===== src/rtl/tt_check_pkg.sv =====
// rtl/tt_check_pkg.sv - shared types and constants for the truth table checker
package tt_check_pkg;

    typedef enum logic [2:0] {
        ST_IDLE,
        ST_ARM,
        ST_SETTLE,
        ST_SAMPLE,
        ST_DONE
    } state_t;

    localparam int N_IN_DEFAULT = 3;
    localparam int SETTLE_W     = 4;

    function automatic int vec_count(input int n_in);
        return 1 << n_in;
    endfunction

    localparam int VEC_COUNT = vec_count(N_IN_DEFAULT);

endpackage


===== src/rtl/settle_timer.sv =====
// rtl/settle_timer.sv - down-counter that pulses expire after a loaded number of cycles
import tt_check_pkg::*;

module settle_timer (
    input  logic                clk,
    input  logic                rst,
    input  logic                load,
    input  logic [SETTLE_W-1:0] count,
    output logic                expire
);

    logic [SETTLE_W-1:0] cnt_q;
    logic [SETTLE_W-1:0] cnt_d;

    // Reload on load, otherwise count down and rest at zero
    always_comb begin
        cnt_d = cnt_q;
        if (load) begin
            cnt_d = count;
        end else if (cnt_q != '0) begin
            cnt_d = cnt_q - 1'b1;
        end
    end

    // Counter register
    always_ff @(posedge clk or posedge rst) begin
        if (rst) begin
            cnt_q <= '0;
        end else begin
            cnt_q <= cnt_d;
        end
    end

    // Last counted cycle; lets the FSM leave SETTLE after exactly count cycles
    assign expire = (cnt_q == SETTLE_W'(1));

endmodule


===== config.mk =====
export PLATFORM = sky130hd
export DESIGN_NAME = settle_timer
export DESIGN_NICKNAME = d
export VERILOG_FILES = /design/src/rtl/tt_check_pkg.sv /design/src/rtl/settle_timer.sv
export SDC_FILE = /design/constraint.sdc
export NUM_CORES = 1
export LEC_CHECK = 0
export ABC_AREA = 0
export CAP_MARGIN = 20
export CELL_PAD_IN_SITES_DETAIL_PLACEMENT = 1
export CELL_PAD_IN_SITES_GLOBAL_PLACEMENT = 1
export CORE_AREA = 2 2 39 41
export DETAILED_ROUTE_END_ITERATION = 12
export DIE_AREA = 0 0 41 43
export GPL_ROUTABILITY_DRIVEN = 0
export GPL_TIMING_DRIVEN = 0
export MAX_ROUTING_LAYER = met4
export PLACE_DENSITY_LB_ADDON = 0.1
export SLEW_MARGIN = 10
export SYNTH_ARGS = -nofsm -noshare
export SYNTH_HDL_FRONTEND = slang
export SYNTH_SLANG_ARGS = --single-unit

===== constraint.sdc =====
create_clock -name clk -period 2.4 [get_ports clk]
set_input_delay 0.48 -clock clk [delete_from_list [all_inputs] [get_ports clk]]
set_output_delay 0.48 -clock clk [all_outputs]
set_load 0.005 [all_outputs]

# --- After elaboration in Yosys (flattened, before gate mapping) ---
# Index checks and enable logic that the tools add are counted.
totals:
  register_bits: 4
  output_inout_bits: 1
  wordCells: 7
classes:
  addsub: 1
  n_eq_ne: 1
  n_mux: 2
  reduce_logical: 2
ops:
  columns: ["op", "n"]
  rows:
  - ["2-to-1 mux 4 bit", 2]
  - ["equality test 4 x 1 -> 1 bit, second input constant", 1]
  - ["nonzero test 4 bit", 1]
  - ["subtractor 4 x 1 -> 4 bit, second input constant", 1]
  - ["nonzero test 2 bit", 1]

# --- Depth between registers and ports, before layout ---
logic_depth:
  depth_word: 3
  depth_mapped: 5
  mapped_depth_nobuf: 5

# --- Worst setup path before layout ---
# OpenSTA, ideal clock, no wires.
synth_path:
  path_type: "register -> output"
  startpoint: "register cnt_q[1]"
  endpoint: "output expire"
  arrival_ns: 0.807
  path_slack_ns: 1.113
  stages_incl_launch_ff: 4
  path_buffers: 0
  path_cell_list: "dfrtp_1 inv_1 ha_1 nor3b_1"
synth_via:
  elab_chain_cells: 1
synth_lines:
  columns: ["element", "line_no", "text"]
  rows:
  - ["from (decl)", "settle_timer.sv:12", "logic [SETTLE_W-1:0] cnt_q;"]
  - ["from (signal assigned)", "settle_timer.sv:30", "cnt_q <= cnt_d;"]
  - ["equality test 4 x 1 -> 1 bit", "settle_timer.sv:35", "assign expire = (cnt_q == SETTLE_W'(1));"]
  - ["to (decl)", "settle_timer.sv:9", "output logic expire"]
# No other way between the ends.

# --- Worst setup path in the final report ---
# Same ends and word-level chain as after synthesis.

==> impl_metrics.env <==
export IMPL_status="complete, no violations"
export IMPL_cpPeakStageDelay_ps=540
export IMPL_synth_top_area_share_pct=37.6
export IMPL_cts_tree="yes"
export IMPL_timing_final_crit_share_pct=88.7
export IMPL_grt_pass1_vias=238
export IMPL_synthFlopType="dfrtp_1"
export IMPL_cp_arrival_ps=1650
export IMPL_firstDrtPassIters=4
export IMPL_largest_register="cnt_q"
export IMPL_min_path_type="in2async"
export IMPL_synthArstFlopShare_pct=100
export IMPL_postSynthCellCount=26
export IMPL_synthesis_area_um2=267
export IMPL_yosys_warnings=0
export IMPL_antenna_left=0
export IMPL_skew_ps=0.908
export IMPL_design_area_um2=369
export IMPL_clkPwrFrac_pct=30.1
export IMPL_ir_drop_mv=0.161
export IMPL_worstSetupPathType="reg2out"
export IMPL_rrSetupSlack_ps=1020
export IMPL_yosysTopAreaCell="dfrtp_1"
export IMPL_rsz0062_at_grt="false"
export IMPL_p_seq_share_pct=36.6
export IMPL_slew_headroom_pct=79.7
export IMPL_synth_commonest_cells="dfrtp_1 (4), ha_1 (3), inv_1 (3), nand2_1 (3), xnor2_1 (3)"
export IMPL_worst_slew_pin_slew_ps=304
export IMPL_setup_slack_ps=272
export IMPL_grtUsageTotal_pct=10.0
export IMPL_viasPerCell=4.22
export IMPL_combPwrFrac_pct=33.3
export IMPL_grt_ovfl_total=0
export IMPL_clkLatencyLatePin_ps=240
export IMPL_timing_rr_start="cnt_q[0]"
export IMPL_drc=0
export IMPL_ys_ff_latch=4
export IMPL_top_regs="cnt_q: 4 flops"
export IMPL_min_period_ps=2130
export IMPL_synth_edff_count=0
export IMPL_switching_power_uw=94.5
export IMPL_r2r_end="cnt_q[1]"
export IMPL_io_buffer_count=6
export IMPL_core_mm2=0.00138
export IMPL_drive_gt1_share_pct=14.3
export IMPL_final_core_util_pct=26.7
export IMPL_cts_resized=0
export IMPL_final_hold_viol_count=0
export IMPL_die_height_um=43
export IMPL_nets=47
export IMPL_synth_distinct_cells=14
export IMPL_syn_nets=36
export IMPL_finalSetupViolCount=0
export IMPL_end_kind="output pin"
export IMPL_swShare_pct=32.9
export IMPL_slew_viol_final=0
export IMPL_power_density_mw_per_mm2=779
export IMPL_cts_buffers=3
export IMPL_max_freq_mhz=470
export IMPL_fin_tns_setup_ps=0
export IMPL_io_pins=8
export IMPL_yosys_top_cells_area="dfrtp_1 (38%), ha_1 (14%), xnor2_1 (9.9%)"
export IMPL_critPathSlowestCell="clkdlybuf4s50_1"
export IMPL_wl_per_cell_um=11.1
export IMPL_postCtsHoldBufs=0
export IMPL_place_area_um2=347
export IMPL_antenna_cells=0
export IMPL_vias=215
export IMPL_cts_sinks=4
export IMPL_grt_first_pass_wirelength_um=959
export IMPL_largest_register_ff_count=4
export IMPL_post_synth_cell_area_avg_um2=10.3
export IMPL_antenna_found_initial=0
export IMPL_path_cells="inv_1 > ha_1 > nor3b_1 > clkdlybuf4s50_1"
export IMPL_htreeDepth=1
export IMPL_critPathLaunchType="register"
export IMPL_fill_cells=165
export IMPL_post_cts_buffers=0
export IMPL_clk_path_buf_depth=2
export IMPL_required_ps=1920
export IMPL_initial_utilization_pct=19.3
export IMPL_seq_area_frac_synth_pct=37.6
export IMPL_syn_to_final_growth_pct=38.5
export IMPL_die_area_mm2=0.00176
export IMPL_dp_slack_ps=505
export IMPL_drt_iter0_drc=2
export IMPL_wl_um=564
export IMPL_clk_pin_slew_ps=40
export IMPL_crit_fanout=4
export IMPL_grt_max_degree=9
export IMPL_intPower_uw=193
export IMPL_yosysMostFrequentCell="dfrtp_1"
export IMPL_root_buffer="clkbuf_4"
export IMPL_reg2reg_depth=5
export IMPL_maxCapViolations=0
export IMPL_p_leak_nw=0.159
export IMPL_die_x_um=41
export IMPL_rows=14
-- metal layers --
layer | vias up | global-route usage [%] | wire length [um]
li1 | 104 | - | -
met1 | 97 | 8.79 | 200
met2 | 9 | 12.5 | 281
met3 | 5 | 3.14 | 30
met4 | 0 | 16.0 | 51
met5 | - | - | 0
-- how the worst max path moves through the flow --
stage / from / to / slack, ps
after floorplan: cnt_q[1] / expire / 1110
after global placement: cnt_q[1] / expire / 560
after detailed placement: cnt_q[1] / expire / 500
after CTS: cnt_q[1] / expire / 230
after global routing: cnt_q[1] / expire / 170
final: cnt_q[1] / expire / 270
-- worst max-delay path: cells and delay by family, from the launching register on --
family	cells	cell delay, ps
buffers and inverters	2	670
DFF	1	380
and+or+nand+nor	1	200
adders and majority gates	1	160
-- cells in the final DEF (no fill, tap or decap) --
| cell | instances |
|---|---|
| nor3b_4 | 1 |
| ha_1 | 3 |
| o31ai_1 | 2 |
| clkdlybuf4s50_1 | 6 |
| inv_1 | 3 |
| a22o_1 | 1 |
| a21oi_1 | 1 |
| nand2b_1 | 1 |
| xnor2_1 | 3 |
| nor3_2 | 1 |
| dfrtp_1 | 4 |
| clkbuf_1 | 1 |
| nor3b_1 | 1 |
| clkbuf_4 | 3 |
| o21ai_1 | 1 |
| nand2_1 | 3 |
-- stage by stage --
step,instances,hold WS [ps],power [mW]
floorplan,26,246,0.172
global placement,48,665,0.204
detailed placement,48,656,0.205
CTS,51,425,0.296
global route,51,446,0.311
finish,51,422,0.288
-- power by group through the flow --
stage | combinational [mW] | sequential (mW) | clock [mW]
final | 0.0958 | 0.105 | 0.0865
after global routing | 0.110 | 0.107 | 0.0943
after floorplan | 0.0697 | 0.102 | 0
after detailed placement | 0.0978 | 0.107 | 0
after global placement | 0.0978 | 0.107 | 0
after CTS | 0.0983 | 0.106 | 0.0916
-- cell type report --
type	instances	area, um2	share of cell area [%]
well taps	16	20.0	5.42
clock buffers	3	22.5	6.10
plain buffers	1	3.75	1.02
inverters	3	11.3	3.05
flip-flops and latches	4	100	27.1
repair buffers	6	60.1	16.3
multi-input cells	18	151	41.0
-- logic make-up after synthesis --
group	Yosys count	share of synthesized area [%]
AO/OA/AOI/OAI	5	12.7
XOR/XNOR	3	9.86
flip-flops	4	37.6
AND/OR/NAND/NOR	7	20.2
buffers and inverters	4	5.63
adder cells (fa/ha/maj)	3	14.1
Power figures use the tool's default switching activity.
